===== config.mk =====
export PLATFORM = sky130hd
export DESIGN_NAME = avst_pkt_sorter
export DESIGN_NICKNAME = d
export VERILOG_FILES = /design/src/rtl/avst_pkt_sorter.sv
export SDC_FILE = /design/constraint.sdc
export NUM_CORES = 1
export LEC_CHECK = 0
export CORE_ASPECT_RATIO = 0.75
export CORE_UTILIZATION = 25
export DETAILED_ROUTE_END_ITERATION = 10
export GPL_TIMING_DRIVEN = 0
export MAX_ROUTING_LAYER = met4
export PLACE_DENSITY = 0.49
export SLEW_MARGIN = 5
export SYNTH_ARGS = -nofsm -noshare
export SYNTH_HDL_FRONTEND = slang
export SYNTH_SLANG_ARGS = --single-unit

===== constraint.sdc =====
create_clock -name clk_i -period 3.1 [get_ports clk_i]
set_input_delay 0.62 -clock clk_i [delete_from_list [all_inputs] [get_ports clk_i]]
set_output_delay 0.62 -clock clk_i [all_outputs]
set_load 0.01 [all_outputs]

===== src/rtl/avst_pkt_sorter.sv =====
// avst_pkt_sorter: captures one Avalon-ST packet, sorts it in place with an odd-even transposition
// network (one pass per cycle) and streams it back out. Define AVST_SORT_TRUNC_FLAG_EN to add trunc_o.
module avst_pkt_sorter #(
    parameter int  DWIDTH      = 10,
    parameter int  MAX_PKT_LEN = 16,
    localparam int LEN_W       = $clog2(MAX_PKT_LEN + 1)
) (
    input  logic              clk_i,
    input  logic              rst_n_i,
    input  logic [DWIDTH-1:0] snk_data_i,
    input  logic              snk_startofpacket_i,
    input  logic              snk_endofpacket_i,
    input  logic              snk_valid_i,
    output logic              snk_ready_o,
    input  logic              sort_desc_i,
`ifdef AVST_SORT_TRUNC_FLAG_EN
    output logic              trunc_o,
`endif
    output logic [DWIDTH-1:0] src_data_o,
    output logic              src_startofpacket_o,
    output logic              src_endofpacket_o,
    output logic              src_valid_o,
    input  logic              src_ready_i
);

    localparam int             IDX_W   = $clog2(MAX_PKT_LEN);
    localparam logic [LEN_W-1:0] MAX_LEN = LEN_W'(MAX_PKT_LEN);
    localparam logic [LEN_W-1:0] ONE     = LEN_W'(1);

    typedef enum logic [1:0] {IDLE_S, RECV_S, SORT_S, SEND_S} state_t;

    state_t            state, state_n;
    logic [DWIDTH-1:0] mem      [MAX_PKT_LEN];
    logic [DWIDTH-1:0] pass_mem [MAX_PKT_LEN];
    logic [LEN_W-1:0]  len, idx, p;
    logic              dir, overflow;
    logic              snk_beat, src_beat;

    assign snk_beat = snk_valid_i & snk_ready_o;
    assign src_beat = src_valid_o & src_ready_i;

    // Source side is decoded straight from state so an async reset clears it without a clock edge.
    assign src_valid_o         = (state == SEND_S);
    assign src_data_o          = src_valid_o ? mem[idx[IDX_W-1:0]] : '0;
    assign src_startofpacket_o = src_valid_o && (idx == '0);
    assign src_endofpacket_o   = src_valid_o && (idx == len - ONE);

`ifdef AVST_SORT_TRUNC_FLAG_EN
    assign trunc_o = (state == RECV_S) && snk_beat && snk_endofpacket_i && !snk_startofpacket_i
                     && (overflow || (len == MAX_LEN));
`endif

    always_comb begin
        state_n = state;
        case (state)
            IDLE_S: if (snk_beat && snk_startofpacket_i)
                        state_n = snk_endofpacket_i ? SORT_S : RECV_S;
            RECV_S: if (snk_beat && snk_endofpacket_i) state_n = SORT_S;
            SORT_S: if (p == len - ONE) state_n = SEND_S;
            SEND_S: if (src_beat && src_endofpacket_o) state_n = IDLE_S;
            default: state_n = IDLE_S;
        endcase
    end

    // One transposition pass: even p pairs (0,1),(2,3)..., odd p pairs (1,2),(3,4)...
    always_comb begin
        pass_mem = mem;
        for (int i = 0; i < MAX_PKT_LEN - 1; i++) begin
            if ((i[0] == p[0]) && (LEN_W'(i + 1) < len)) begin
                if (dir ? (mem[i] < mem[i+1]) : (mem[i] > mem[i+1])) begin
                    pass_mem[i]   = mem[i+1];
                    pass_mem[i+1] = mem[i];
                end
            end
        end
    end

    always_ff @(posedge clk_i or negedge rst_n_i) begin
        if (!rst_n_i) begin
            state       <= IDLE_S;
            snk_ready_o <= 1'b0;
            len         <= '0;
            idx         <= '0;
            p           <= '0;
            dir         <= 1'b0;
            overflow    <= 1'b0;
        end else begin
            state       <= state_n;
            snk_ready_o <= (state_n == IDLE_S) || (state_n == RECV_S);
            case (state)
                IDLE_S: if (snk_beat && snk_startofpacket_i) begin
                    len      <= ONE;
                    dir      <= sort_desc_i;
                    overflow <= 1'b0;
                    p        <= '0;
                end
                RECV_S: if (snk_beat) begin
                    if (snk_startofpacket_i) begin
                        len      <= ONE;
                        dir      <= sort_desc_i;
                        overflow <= 1'b0;
                    end else if (len == MAX_LEN) begin
                        overflow <= 1'b1;
                    end else begin
                        len <= len + ONE;
                    end
                end
                SORT_S: if (state_n == SEND_S) begin
                    p   <= '0;
                    idx <= '0;
                end else begin
                    p <= p + ONE;
                end
                SEND_S: if (src_beat && !src_endofpacket_o) idx <= idx + ONE;
                default: ;
            endcase
        end
    end

    // Buffer contents are don't-care after reset, so the storage carries no reset.
    always_ff @(posedge clk_i) begin
        case (state)
            IDLE_S: if (snk_beat && snk_startofpacket_i) mem[0] <= snk_data_i;
            RECV_S: if (snk_beat) begin
                if (snk_startofpacket_i)  mem[0] <= snk_data_i;
                else if (len != MAX_LEN)  mem[len[IDX_W-1:0]] <= snk_data_i;
            end
            SORT_S: mem <= pass_mem;
            default: ;
        endcase
    end

endmodule


# ---- After elaboration in Yosys (flattened, before gate mapping)
# Index checks and enable logic that the tools add are counted.
dict set report totals {
  regBits 179
  output_inout_bits 14
  elab_cells 220
  mem_bits_ro 0
  latchBits 0
  ram_bits 0
  n_memories 0
  input_bits 17
}
dict set report classes {
  mul 0
  n_bitwise 5
  n_shift 0
  n_addsub 4
  mux 80
  magnitude_cmp 48
  reduce_logical 39
  eq_ne 22
  n_div 0
}
# op n
set op_table {}
lappend op_table {{two-way mux 20 bit} 30}
lappend op_table {{two-way mux 160 bit} 2}
lappend op_table {{one-hot mux 150 bit (2 select lines)} 1}
lappend op_table {{bitwise mux 160 bit} 1}
lappend op_table {{greater-than comparator 10 bit} 15}
lappend op_table {{less-than comparator 10 bit} 15}
lappend op_table {{two-way mux 150 bit} 1}
lappend op_table {{two-way mux 10 bit} 6}
lappend op_table {{binary-select mux 10 bit (select 4 bit)} 1}
lappend op_table {{demux 10 bit (select 4 bit)} 1}
lappend op_table {{less-than comparator 4 x 5 -> 1 bit, first input constant} 8}
lappend op_table {{two-way mux 5 bit} 8}
lappend op_table {{one-hot mux 10 bit (3 select lines)} 1}
lappend op_table {{one-hot mux 5 bit (2 select lines)} 3}
lappend op_table {{logical AND 1 bit} 22}
lappend op_table {{less-than comparator 3 x 5 -> 1 bit, first input constant} 4}
lappend op_table {{!= test 2 bit, second input constant} 10}
lappend op_table {{two-way mux 1 bit} 18}
lappend op_table {{adder 5 x 1 -> 5 bit, second input constant} 3}
lappend op_table {{AND reduction 4 bit} 3}
lappend op_table {{AND reduction 6 bit} 2}
lappend op_table {{equality test 5 bit} 2}
lappend op_table {{>= comparator 5 bit, second input constant} 2}
lappend op_table {{less-than comparator 2 x 5 -> 1 bit, first input constant} 2}
lappend op_table {{other kinds (23)} 37}

# ---- Longest topological paths before layout
dict set report logic_depth {
  word_depth 33
  ltp_mapped 11
  mapped_depth_nobuf 9
}

# ---- Least setup slack after synthesis
# No wires, ideal clock.
dict set report synth_path {
  path_type {register to register}
  startpoint {register len[1]}
  endpoint {register mem[150] in the netlist's numbering (enable)}
  stages_incl_launch_ff 11
  setup_slack_ns 0.170
  arrival_time_ns 2.537
  n_path_buf 2
  t_required_ns 2.707
  setup_ns 0.393
  synth_period_minus_slack_ns 2.930
  cell_sequence {dfrtp_1 -> buf_6 -> inv_1 -> ha_1 -> o21bai_1 -> a21o_1 -> nor2_1 -> o211a_1 -> o21ai_0 -> buf_2 -> a211oi_1}
}
dict set report synth_between {
  elab_chain_len 4
  word_cells_on_any_way 6
}
# element line_no
set synth_rtl {}
lappend synth_rtl {{start, declared} 35} ;# logic [LEN_W-1:0] len, idx, p;
lappend synth_rtl {{start signal, assigned} 105} ;# len <= len + ONE;
lappend synth_rtl {{less-than comparator 1 x 5 -> 1 bit} 69} ;# if ((i[0] == p[0]) && (LEN_W'(i + 1) < len)) begin
lappend synth_rtl {{logical AND 1 bit} 69}
lappend synth_rtl {{!= test 2 bit (no source line)} n/a}
lappend synth_rtl {{AND reduction 6 bit (no source line) (*)} n/a}
lappend synth_rtl {{end signal, assigned by index} 126} ;# else if (len != MAX_LEN) mem[len[IDX_W-1:0]] <= snk_data_i;
lappend synth_rtl {{end signal, assigned} 128} ;# SORT_S: mem <= pass_mem;
lappend synth_rtl {{end, declared} 33} ;# logic [DWIDTH-1:0] mem [MAX_PKT_LEN];
# Every way passes the cells marked *; elsewhere a longest branch is shown, timed or not.
# A chain may end at the register's enable or synchronous reset.

# ---- Final worst setup path
dict set report layout_path {
  startpoint {register idx[0]}
  endpoint {output port src_data_o[7]}
}
dict set report layout_between {
  elab_chain_len 5
}
# element line_no
set layout_rtl {}
lappend layout_rtl {{start, declared} 35}
lappend layout_rtl {{start signal, assigned} 114} ;# SEND_S: if (src_beat && !src_endofpacket_o) idx <= idx + ONE;
lappend layout_rtl {{inverter 4 -> 5 bit (implied by the code)} 44} ;# assign src_data_o = src_valid_o ? mem[idx[IDX_W-1:0]] : '0;
lappend layout_rtl {{binary-select mux 10 bit (select 4 bit)} 44}
lappend layout_rtl {{two-way mux 10 bit (implied by the code) (2 in a row)} 44}
lappend layout_rtl {{two-way mux 10 bit} 44}
lappend layout_rtl {{end, declared} 19} ;# output logic [DWIDTH-1:0] src_data_o,
# No other way between the ends. The select of a mux whose other input is x is not followed.

==> key figures <==
Min path
  – Worst hold path class: register to register
  – Hold Path End: mem[13]
  – Hold path cells: 2
  – Hold Crit Start: mem[3]

Global routing
  – Largest net degree at the start of global routing: 20
  – All-layer global routing usage: 20.4%
  – First-pass GRT wire length: 98300 um
  – Number of global-route vias before repair: 14200
  – Antenna violations before repair: 7
  – Grt total ovfl: 0

Clock network
  – CTS root buf: clkbuf_16
  – TritonCTS Sinks: 179
  – CTS buffer count: 17
  – CTS max path bufs: 2
  – TritonCTS clock tree: built
  – Clk_lat worst skew: 0.48 ns
  – Worst-path clk slew: 0.08 ns
  – Htree depth: 4

Routing
  – DR vias/cell: 5.64
  – Met1 WL: 31600 um
  – DRC viols: 0
  – Via count: 15300
  – ANT nets after route: 0
  – Final WL: 66900 um
  – DR WL met3: 7310 um
  – Highest metal layer with signal wires: met4
  – Drt first pass iters: 6
  – DRT iter0 DRCs: 1934
  – Wire length per cell: 24.7 um
  – Met2 wire len: 26400 um

Placement
  – Routability Congestion: 0.950
  – Port bufs: 30
  – DP Area: 0.0178 mm2
  – Post-DP HPWL: 50700 um

Yosys
  – Ys flop type: edfxtp_1
  – Main area contributors after synthesis: edfxtp_1, ha_1, mux2i_1
  – Syn Inst Count: 1715
  – Async set-reset flop share out of synthesis: 10.6%
  – Netlist cell types: 76
  – Avg Cell Area, Syn: 9.54 um2
  – Sequential share of the synthesized area: 32.3%
  – Synth Register Bits: 179
  – Post-Syn Nets: 1896
  – Yosys top cell by area: edfxtp_1
  – Synth warn: 0
  – Post-Syn Area: 0.0164 mm2
  – Yosys top cell area share: 29.4%
  – Post-synth EDFFs: 160

Die
  – Die extent in x: 297 um
  – Core Area: 0.0642 mm2
  – Ports: 31
  – Die area: 0.0665 mm2
  – Std-Cell Rows: 80
  – Vert. Die Dim: 224 um
  – Initial cell density of the core: 25.5%

Setup path
  – Reg2Reg Setup Slack: 0.07 ns
  – CP Launch Type: register
  – Arrival time worst endpoint: 2.74 ns
  – Worst r2r src: state[0]
  – Worst-case reg-to-reg path depth: 9
  – CP cell instances: buf_12, buf_12, buf_6, mux4_2, mux4_2, and2_4, buf_6
  – Required time worst endpoint: 2.48 ns
  – Worst-path cell with the longest stage delay: mux4_2
  – Setup crit end kind: primary output
  – Crit path max fanout: 8
  – Crit-path max cell delay: 0.59 ns
  – RR Endpoint: mem[9]
  – Worst setup path class: register to primary output

Power and ir drop
  – Peak VDD IR: 0.000542 V
  – Leakage: 7.71 nW
  – Tot Pwr: 17.6 mW
  – Power per cell area: 897 mW/mm2

STA
  – Slew Limit Fails: 0
  – Final clock skew: 0.0142 ns
  – RSZ-0062 raised after global routing: true
  – Setup ws final: -0.258 ns
  – Rel. slew slack: 16.5%
  – Worst-margin pin slew: 1.25 ns
  – Hold slack final: 0.614 ns
  – Final cycle utilization of the critical path: 108%
  – Max frequency: 0.298 GHz
  – Final setup violation count: 10
  – Hold Violations, Final: 0
  – Setup_tns: -1.96 ns
  – Tmin final: 3.36 ns

Status
  – Status: complete, but fails checks
  – Violations in the final reports: negative setup slack

Flow run
  – Max-cap violations: 0

Cells and area
  – Area Overhead vs Synth: 19.9%
  – Final nets: 2010
  – Layout cells sized above 1: 16.6%
  – Design area: 0.0196 mm2
==> final cells by class <==
cell class                      count  area (um2)
Tap cell                          861        1080
Multi-Input combinational cell   1256       10300
Clock buffer                       17         425
Clock inverter                     15         230
Sequential cell                   179        5280
Inverter                          178         669
Antenna cell                        3        7.51
Fill cell                        6645       44500
Timing Repair Buffer               98        1000
Buffer                             99         626
==> worst max-delay path by stage <==
stage / startpoint / endpoint / slack, ns / cells after the start
2_1_floorplan: len[1] / mem[150] / 0.17 / 10
3_3_place_gp: state[0] / mem[6] / -1.37 / 8
3_5_place_dp: state[0] / mem[8] / -1.47 / 8
4_1_cts: idx[0] / src_data_o[7] / -0.22 / 7
5_1_grt: idx[0] / src_data_o[7] / -0.29 / 7
6_report: idx[0] / src_data_o[7] / -0.26 / 7
==> timing repair <==
action | 4_1_cts | 5_1_grt
gates cloned | 1 | 1
setup endpoints to repair | 329 | 252
hold buffers | 0 | 0
buffers inserted | 16 | 49
gates resized for setup | 173 | 51
pin swaps | 2 | 11
==> metrics by stage <==
| step | setup WS [ns] | utilization [%] | instances |
|---|---|---|---|
| after floorplan | 0.170 | - | 1715 |
| after global placement | -1.37 | 27.7 | 2606 |
| after detailed placement | -1.47 | 27.7 | 2607 |
| after CTS | -0.223 | 29.7 | 2655 |
| after global routing | -0.292 | 30.6 | 2706 |
| final | -0.258 | 30.6 | 2706 |
==> power by group <==
part	internal (mW)	switching, mW
Sequential	3.77	1.29
Clock	1.44	1.15
Combinational	3.92	6.02
Total	9.14	8.47
==> synthesized netlist by cell type (43+ instances only) <==
cell / n
a31oi_1: 55
nor2_1: 116
mux2i_1: 135
o21ai_0: 138
ha_1: 164
inv_1: 177
mux4_2: 50
clkbuf_1: 57
nand2_1: 106
a21oi_1: 43
edfxtp_1: 160
==> placed cells by master (no fill, tap or decap), types with 16 or more instances in the layout <==
| master | Yosys | final |
|---|---|---|
| inv_1 | 177 | 175 |
| ha_1 | 164 | 161 |
| edfxtp_1 | 160 | 160 |
| o21ai_0 | 138 | 136 |
| mux2i_1 | 135 | 130 |
| nor2_1 | 116 | 108 |
| nand2_1 | 106 | 99 |
| buf_4 | 6 | 58 |
| a31oi_1 | 55 | 55 |
| mux4_2 | 50 | 50 |
| clkbuf_1 | 57 | 38 |
| a21oi_1 | 43 | 34 |
| o22ai_1 | 34 | 33 |
| a21o_1 | 32 | 32 |
| a22oi_1 | 30 | 30 |
| nor2b_1 | 34 | 28 |
| nand4_1 | 27 | 27 |
| o221ai_1 | 23 | 23 |
| nor3_1 | 24 | 22 |
| a32oi_1 | 22 | 22 |
| buf_6 | 3 | 21 |
| nand3_1 | 20 | 20 |
| clkdlybuf4s50_1 | 0 | 19 |
| and3_1 | 18 | 18 |
| buf_12 | 0 | 17 |
| buf_2 | 30 | 17 |
| a211oi_1 | 21 | 17 |
| clkbuf_16 | 0 | 17 |
| dfrtp_1 | 19 | 17 |
| nand2b_1 | 17 | 16 |
==> worst max-delay path, delay by kind of cell (launching register included) <==
family | cells | cell delay (ns)
simple gates | 1 | 0.20
buf+inv | 4 | 0.54
mux | 2 | 1.09
flops | 1 | 0.41
==> state kept, by name (all words and copies together) (netlist names) <==
register / cells
mem: 160
idx: 5
len: 5
p: 5
state: 2
dir: 1
snk_ready_o: 1
==> per-layer routing <==
layer,track usage [%],up-vias
met5,-,-
met4,5.84,0
met3,5.62,98
met2,26.9,778
met1,29.7,7633
li1,-,6755
==> kinds of logic after synthesis <==
family          Yosys count  synth area share [%]
xor+xnor                 10                 0.581
buf+inv                 280                  6.92
mux                     190                  15.5
compound gates          483                  19.9
simple gates            409                  12.3
fa+ha+maj               164                  12.5
flops                   179                  32.3
Power figures use the tool's default switching activity.
